==> src/rtl/com_bus_arbiter.sv <==
// Common-bus arbiter for the 4-core MESI system: round-robin processor tenures
// with nested snoop grants, forced revoke after MAX_HOLD cycles, and turnaround gaps.
module com_bus_arbiter #(
    parameter int N_PROC   = 8,
    parameter int N_SNOOP  = 4,
    parameter int MAX_HOLD = 64,
    parameter int TURN_CYC = 1
) (
    input  logic                      clk,
    input  logic                      rst_n,
    input  logic [N_PROC-1:0]         Com_Bus_Req_proc,
    output logic [N_PROC-1:0]         Com_Bus_Gnt_proc,
    input  logic [N_SNOOP-1:0]        Com_Bus_Req_snoop,
    output logic [N_SNOOP-1:0]        Com_Bus_Gnt_snoop,
    output logic [$clog2(N_PROC)-1:0] Bus_owner,
    output logic                      Bus_busy,
    output logic                      Bus_timeout
);

    localparam int PW = $clog2(N_PROC);
    localparam int SW = $clog2(N_SNOOP);
    localparam logic [7:0] HOLD_LAST = 8'(MAX_HOLD - 1);
    localparam logic [1:0] TURN_LAST = 2'((TURN_CYC > 0) ? TURN_CYC - 1 : 0);

    typedef enum logic [1:0] {IDLE, PROC, SNOOP_ONLY, TURN} state_t;

    state_t        state;
    logic [PW-1:0] proc_ptr;
    logic [SW-1:0] snoop_ptr;
    logic [SW-1:0] snoop_idx;
    logic [7:0]    hold_cnt;
    logic [1:0]    turn_cnt;
    logic          turn_pending;

    logic [PW-1:0] proc_pick;
    logic [PW-1:0] proc_next;
    logic [SW-1:0] snoop_pick;
    logic [SW-1:0] snoop_next;
    logic          proc_rel;
    logic          proc_tmo;
    logic          proc_end;
    logic          snoop_active;
    logic          snoop_rel;

    function automatic logic [PW-1:0] pick_proc(input logic [N_PROC-1:0] req,
                                                input logic [PW-1:0] ptr);
        logic [PW-1:0] sel;
        logic [PW-1:0] idx;
        logic          found;
        sel   = ptr;
        found = 1'b0;
        for (int i = 0; i < N_PROC; i++) begin
            idx = PW'((int'(ptr) + i) % N_PROC);
            if (!found && req[idx]) begin
                sel   = idx;
                found = 1'b1;
            end
        end
        return sel;
    endfunction

    function automatic logic [SW-1:0] pick_snoop(input logic [N_SNOOP-1:0] req,
                                                 input logic [SW-1:0] ptr);
        logic [SW-1:0] sel;
        logic [SW-1:0] idx;
        logic          found;
        sel   = ptr;
        found = 1'b0;
        for (int i = 0; i < N_SNOOP; i++) begin
            idx = SW'((int'(ptr) + i) % N_SNOOP);
            if (!found && req[idx]) begin
                sel   = idx;
                found = 1'b1;
            end
        end
        return sel;
    endfunction

    assign proc_pick    = pick_proc(Com_Bus_Req_proc, proc_ptr);
    assign snoop_pick   = pick_snoop(Com_Bus_Req_snoop, snoop_ptr);
    assign proc_next    = PW'((int'(Bus_owner) + 1) % N_PROC);
    assign snoop_next   = SW'((int'(snoop_idx) + 1) % N_SNOOP);
    assign proc_rel     = !Com_Bus_Req_proc[Bus_owner];
    assign proc_tmo     = !proc_rel && (hold_cnt == HOLD_LAST);
    assign proc_end     = proc_rel || proc_tmo;
    assign snoop_active = |Com_Bus_Gnt_snoop;
    assign snoop_rel    = snoop_active && !Com_Bus_Req_snoop[snoop_idx];

    always_ff @(posedge clk) begin
        if (!rst_n) begin
            state             <= IDLE;
            Com_Bus_Gnt_proc  <= '0;
            Com_Bus_Gnt_snoop <= '0;
            Bus_owner         <= '0;
            Bus_busy          <= 1'b0;
            Bus_timeout       <= 1'b0;
            proc_ptr          <= '0;
            snoop_ptr         <= '0;
            snoop_idx         <= '0;
            hold_cnt          <= '0;
            turn_cnt          <= '0;
            turn_pending      <= 1'b0;
        end else begin
            Bus_timeout <= 1'b0;
            case (state)
                IDLE: begin
                    // Snoop traffic wins an idle bus so flushes never wait behind a tenure
                    if (|Com_Bus_Req_snoop) begin
                        snoop_idx         <= snoop_pick;
                        Com_Bus_Gnt_snoop <= N_SNOOP'(1) << snoop_pick;
                        turn_pending      <= 1'b0;
                        state             <= SNOOP_ONLY;
                    end else if (|Com_Bus_Req_proc) begin
                        Bus_owner        <= proc_pick;
                        Com_Bus_Gnt_proc <= N_PROC'(1) << proc_pick;
                        Bus_busy         <= 1'b1;
                        hold_cnt         <= '0;
                        state            <= PROC;
                    end
                end
                PROC: begin
                    if (snoop_rel) begin
                        Com_Bus_Gnt_snoop <= '0;
                        snoop_ptr         <= snoop_next;
                    end else if (!snoop_active && !proc_end && |Com_Bus_Req_snoop) begin
                        snoop_idx         <= snoop_pick;
                        Com_Bus_Gnt_snoop <= N_SNOOP'(1) << snoop_pick;
                    end
                    if (proc_end) begin
                        Com_Bus_Gnt_proc <= '0;
                        Bus_busy         <= 1'b0;
                        Bus_timeout      <= proc_tmo;
                        proc_ptr         <= proc_next;
                        hold_cnt         <= '0;
                        turn_cnt         <= '0;
                        // A snoop still in flight finishes first; the turnaround follows it
                        if (snoop_active && !snoop_rel) begin
                            turn_pending <= 1'b1;
                            state        <= SNOOP_ONLY;
                        end else begin
                            state <= (TURN_CYC > 0) ? TURN : IDLE;
                        end
                    end else begin
                        hold_cnt <= hold_cnt + 8'd1;
                    end
                end
                SNOOP_ONLY: begin
                    if (snoop_rel) begin
                        Com_Bus_Gnt_snoop <= '0;
                        snoop_ptr         <= snoop_next;
                        turn_cnt          <= '0;
                        turn_pending      <= 1'b0;
                        state             <= (turn_pending && TURN_CYC > 0) ? TURN : IDLE;
                    end
                end
                TURN: begin
                    if (turn_cnt == TURN_LAST) begin
                        state <= IDLE;
                    end else begin
                        turn_cnt <= turn_cnt + 2'd1;
                    end
                end
                default: state <= IDLE;
            endcase
        end
    end

endmodule
==> config.mk <==
export PLATFORM = sky130hd
export DESIGN_NAME = com_bus_arbiter
export DESIGN_NICKNAME = d
export VERILOG_FILES = /design/src/rtl/com_bus_arbiter.sv
export SDC_FILE = /design/constraint.sdc
export NUM_CORES = 1
export LEC_CHECK = 0
export CORE_MARGIN = 5
export CORE_UTILIZATION = 39
export CTS_CLUSTER_DIAMETER = 50
export DETAILED_ROUTE_END_ITERATION = 8
export REMOVE_ABC_BUFFERS = 1
export SLEW_MARGIN = 20
export SYNTH_ARGS = -nofsm -noshare
export SYNTH_HDL_FRONTEND = slang
export SYNTH_SLANG_ARGS = --single-unit
==> constraint.sdc <==
create_clock -name clk -period 3.86 [get_ports clk]
set_input_delay 0.386 -clock clk [delete_from_list [all_inputs] [get_ports clk]]
set_output_delay 0.386 -clock clk [all_outputs]
set_load 0.03 [all_outputs]
Word-level counts from Yosys, hierarchy flattened --
Cells that the tools add are included.
Operators by class: add/subtract/negate cells 14, magnitude comparators 14, equality and inequality tests 16, shift operators 2, muxes and demuxes 86, bitwise operators 1, reductions and logical operators 51
Operator list (number):
- 8-bit two-way mux | 6
- 3-bit by 4-bit < comparator with 1-bit output, second input constant | 9
- 1-bit two-way mux | 32
- 8-bit one-hot mux with 2 select lines | 2
- 2-bit two-way mux | 15
- 1-bit binary-select mux with 3-bit select | 9
- 3-bit two-way mux | 7
- 2-bit != test, second input constant | 10
- 4-bit AND reduction | 5
- 4-bit two-way mux | 4
- 1-bit logical AND | 15
- 1-bit logical NOT | 15
- 2-bit by 3-bit < comparator with 1-bit output, second input constant | 5
- 3-bit adder, second input constant | 4
- 4-bit one-hot mux with 3 select lines | 1
- 1-bit binary-select mux with 2-bit select | 5
- 3-bit AND reduction | 3
- 8-bit by 1-bit adder with 8-bit output, second input constant | 1
- 8-bit by 6-bit equality test with 1-bit output, second input constant | 1
- 2-bit one-hot mux with 4 select lines | 1
- 4-bit OR reduction | 2
- 8-bit OR reduction | 1
- 1-bit by 3-bit left shift with 8-bit output, first input constant | 1
- 2-bit by 1-bit adder with 2-bit output, second input constant | 3
- 19 further kinds | 27
Word-level totals: register bits 37, input bits 14, output and inout bits 17, logic and storage cells 196

Longest topological paths before layout --
Gate-level depths: netlist of the first run.
depth in word-level cells 28, depth in mapped cells 14

Worst setup path before layout of the first run --
OpenSTA, ideal clock, no wires.
path type register -> register, start point reg proc_ptr[1], end point reg Com_Bus_Gnt_proc[2], arrival 3285 ps, path slack 516 ps, stages on the path, launching flop included 14, path buffers 3, path through dfxtp_1 buf_2 clkbuf_8 inv_1 ha_1 buf_6 mux2_4 mux4_2 o32a_4 a41o_1 o32ai_2 o211ai_2 a21oi_2 a22o_1
Between the ends: cells in the longest elaborated chain, start to end 28, elaborated cells on any way between the ends 55, those cells by class 7 x add/sub; 1 x shift; 33 x mux; 14 x reduce/logical
Ends and longest elaborated chain:
- from (decl) | line 28 | logic [PW-1:0] proc_ptr;
- from (signal assigned) | line 133 | proc_ptr <= proc_next;
- parallel branches: the longest is 23 deep, another holds 3-bit by 1-bit adder with 3-bit output
- 3-bit two-way mux (*) | line 54 | if (!found && req[idx]) begin
- 1-bit by 3-bit left shift with 8-bit output (*) | line 115 | Com_Bus_Gnt_proc <= N_PROC'(1) << proc_pick;
- 8-bit two-way mux (*) | line 113 | end else if (|Com_Bus_Req_proc) begin
- 8-bit two-way mux (*) | line 108 | if (|Com_Bus_Req_snoop) begin
- 8-bit one-hot mux with 2 select lines (*) | line 105 | case (state)
- to (signal assigned) | line 115
- to (decl) | line 12 | output logic [N_PROC-1:0] Com_Bus_Gnt_proc,
Mark *: on every way between the ends. The select of a mux whose other input is x is not followed. A chain may end at the register's enable or synchronous reset.

Final worst setup path of the first run --
start point reg proc_ptr[0], end point reg Com_Bus_Gnt_proc[1]
The elaborated chain is that of the path after synthesis.

==> impl_summary.log, run 1 <==
[metrics] number of gates given a new drive strength after cts: 0
[metrics] warnings from Yosys: 0
[metrics] result of the run: complete, no violations
[metrics] total power per unit cell area: 487 mW/mm^2
[metrics] final worst path period need: 3500 ps
[metrics] detailed-route DRC error count: 0
[metrics] routed vias/inst: 5.60
[metrics] multiplexer area fraction after synthesis: 0.220
[metrics] last weighted congestion value of the routability-driven placer: 0.923
[metrics] post-CTS setup buffer count: 0
[metrics] final-report max-slew violation count: 0
[metrics] maximum net fanout on the critical path: 12
[metrics] ANT cells: 0
[metrics] gate count after technology mapping: 335
[metrics] area overhead of the layout relative to synthesis: 15.0%
[metrics] number of distinct library cell variants in the gate-level netlist after synthesis: 68
[metrics] GRT Resource Usage Total: 0.155
[metrics] Root Driver: sky130_fd_sc_hd__clkbuf_8
[metrics] nature of the critical path startpoint: flip-flop
[metrics] adder-cell share of the synthesized area: 0.0418
[metrics] maximum resistive drop on vdd: 288 uV
[metrics] post-synthesis instance area: 0.00300 sq mm
[metrics] buffers from clock root to sink, at most: 2
[metrics] initial antenna violation count: 0
[metrics] number of detailed-route iterations in the first pass: 4
[metrics] vias in the first global route: 2647
[metrics] maximum level of the CTS H-tree: 2
[metrics] category of the worst setup path capture point: flip-flop
[metrics] Ports: 31
[metrics] die area: 0.00954 sq mm
[metrics] Final #Nets: 388
[metrics] final hold violations: 0
[metrics] simple-gate area share of the yosys netlist: 0.195
[metrics] leading register cell type out of synthesis: sky130_fd_sc_hd__dfxtp_1
[metrics] most used cells in the layout excluding fill and tap cells: sky130_fd_sc_hd__nor2_1 (39), sky130_fd_sc_hd__dfxtp_1 (37), sky130_fd_sc_hd__nand2_1 (36)
[metrics] actual transition at the worst max-transition pin: 760 ps
[metrics] Setup TNS Final: 0 ps
[metrics] maximum clock frequency: 0.286 GHz
[metrics] leakage power figure: 1.23 nW
[metrics] Hold/Removal Path Class: flip-flop to flip-flop
[metrics] final setup violating endpoints: 0
[metrics] overall power of the completed layout: 0.00168 W
[metrics] placed standard-cell area: 0.00336 sq mm
[metrics] most common library cell in the layout ignoring fill and taps: sky130_fd_sc_hd__nor2_1
[metrics] TritonCTS clock tree: done
[metrics] clock transition time at the flip-flop clock pins of the worst setup and hold paths: 80 ps
[metrics] arrival time of data at the critical path endpoint: 3680 ps
[metrics] number of DRC markers after the initial detailed-route iteration: 180
[metrics] portion of the post-synthesis area used by sequential elements: 0.247
[metrics] worst clock skew: 6.71 ps
[metrics] post-route design area: 0.00345 sq mm
[metrics] Tcrit/Tclk final: 0.906
[metrics] fraction of layout instances using a drive strength above 1: 0.132
[metrics] detailed-route wire length: 7.14 mm
[metrics] Detail Placement HPWL: 5.43 mm
[metrics] xor/xnor cell area share of the yosys netlist: 0.0409
[metrics] placed cells: 459
[metrics] total of hold buffers inserted after clock tree synthesis: 0
[metrics] height of the die: 97.7 um
[metrics] Initial Utilization: 0.394
[metrics] wire length per cell: 15.3 um
[metrics] Antenna Violating Nets Remaining: 0
[metrics] EDFF count, synth: 0
[metrics] horizontal die dimension: 97.7 um
[metrics] global-route wire length before repair: 12.4 mm
[metrics] synthesized area per cell: 8.95 sq um
[metrics] Std-Cell Rows: 32
[metrics] data required time of the worst path: 4050 ps
[metrics] vias post-DR: 2614
[metrics] insertion delay to the later sink of the worst-skew pair: 290 ps
[metrics] number of buffers inserted during clock tree synthesis: 5
[metrics] setup repair after global routing missed its margin: false
[metrics] critical path class: flip-flop to flip-flop
[metrics] sink count of the clock tree: 37
[metrics] final global-route overflow total: 0
[metrics] final cell count without fillers: 467
[metrics] standard cell core area: 0.00761 sq mm
[metrics] number of storage elements in the synthesis netlist: 37
[metrics] # Max-Cap Violations: 0
[metrics] largest net degree at the start of global routing: 23
[metrics] post-synthesis async set-or-reset flop share: 0
[metrics] main combinational cell family by area after synthesis: multiplexers
[metrics] worst rel slew slack: 0.489
[metrics] port bufs: 30
[metrics] complex-gate fraction of the synthesized area: 0.201
[layout make-up]
class,instances,area [sq um]
Tap cell,102,128
Fill cell,762,4160
Sequential cell,37,741
Multi-Input combinational cell,270,2090
Clock buffer,5,68.8
Timing Repair Buffer,33,323
Clock inverter,3,17.5
Inverter,17,77.6
[final timing paths]
path	start	endpoint	slack [ps]	cells after the start
setup reg to reg	proc_ptr[0]	Com_Bus_Gnt_proc[1]	360	10
setup / recovery	proc_ptr[0]	Com_Bus_Gnt_proc[1]	360	10
hold reg to reg	Com_Bus_Gnt_proc[7]	Com_Bus_Gnt_proc[7]	450	2
hold / removal	Com_Bus_Gnt_proc[7]	Com_Bus_Gnt_proc[7]	450	2
[synthesized netlist by cell type, drive strengths merged (3+ instances only)]
cell type / number / share of area
dfxtp: 37 / 0.25
a21oi: 22 / 0.039
nor2: 39 / 0.049
o31ai: 3 / 0.012
buf: 5 / 0.015
nand4: 7 / 0.017
mux4: 14 / 0.11
nor4: 4 / 0.010
ha: 10 / 0.042
inv: 15 / 0.019
mux2i: 21 / 0.070
mux2: 9 / 0.040
a211oi: 5 / 0.013
xor2: 9 / 0.026
or2: 3 / 0.0063
xnor2: 5 / 0.015
nand2: 36 / 0.045
nand2b: 5 / 0.011
clkbuf: 6 / 0.014
o221ai: 3 / 0.011
nand3b: 3 / 0.0075
a31oi: 3 / 0.0083
o21ai: 16 / 0.027
nand3: 15 / 0.025
[routing by layer]
metal  up-vias  share of wire  track usage
met2        47           0.50        0.266
met3         4          0.028       0.0316
met1      1260           0.47        0.200
met5         -              0            0
li1       1303              -            -
met4         0         0.0050       0.0319
[registers in the layout, indices dropped and copies added, names as in the netlist]
register and flops:
proc_ptr 3, Com_Bus_Gnt_proc 8, snoop_ptr 2, hold_cnt 8, turn_cnt 2, Bus_owner 3
Com_Bus_Gnt_snoop 4, snoop_idx 2, state 2, Bus_timeout 1, turn_pending 1, Bus_busy 1
[kinds of logic after synthesis]
kind of cell | count (synthesis)
adders and majority gates | 10
and+or+nand+nor | 123
xor gates and xnor gates | 14
AOI/OAI and AO/OA | 79
muxes | 44
DFF | 37
buffers and inverters | 28
[worst max-delay path, cell delays in order (launching register included)]
cell and delay, ps:
sky130_fd_sc_hd__dfxtp_1 330, sky130_fd_sc_hd__bufinv_8 200, sky130_fd_sc_hd__ha_1 640, sky130_fd_sc_hd__mux2_2 410
sky130_fd_sc_hd__mux4_1 570, sky130_fd_sc_hd__nor2_1 130, sky130_fd_sc_hd__o2111ai_1 220, sky130_fd_sc_hd__nand2b_1 240
sky130_fd_sc_hd__o211a_1 220, sky130_fd_sc_hd__mux2i_1 170, sky130_fd_sc_hd__a32o_1 260
[per-stage QoR]
stage / worst slack (ps) / hold slack [ps] / util
CTS: 386 / 454 / 0.453
detailed placement: 391 / 443 / 0.442
finish: 362 / 449 / 0.453
floorplan: 103 / 462 / -
global route: 204 / 480 / 0.453
global placement: 431 / 438 / 0.442
[where the power goes]
group | switching [W] | total (W) | internal [W]
Clock | 0.000139 | 0.000264 | 0.000125
Combinational | 0.000525 | 0.000927 | 0.000402
Sequential | 0.0000566 | 0.000487 | 0.000430
Total | 0.000721 | 0.00168 | 0.000956
Power figures use the tool's default switching activity.
==> run 2: changes to the inputs <==
--- a/config.mk
+++ b/config.mk
@@ -5,6 +5,7 @@
 export SDC_FILE = /design/constraint.sdc
 export NUM_CORES = 1
 export LEC_CHECK = 0
+export CAP_MARGIN = 20
 export CORE_MARGIN = 5
 export CORE_UTILIZATION = 39
 export CTS_CLUSTER_DIAMETER = 50
==> results of run 2 <==
The final DEF is identical to that of run 1; final timing and power are the same.
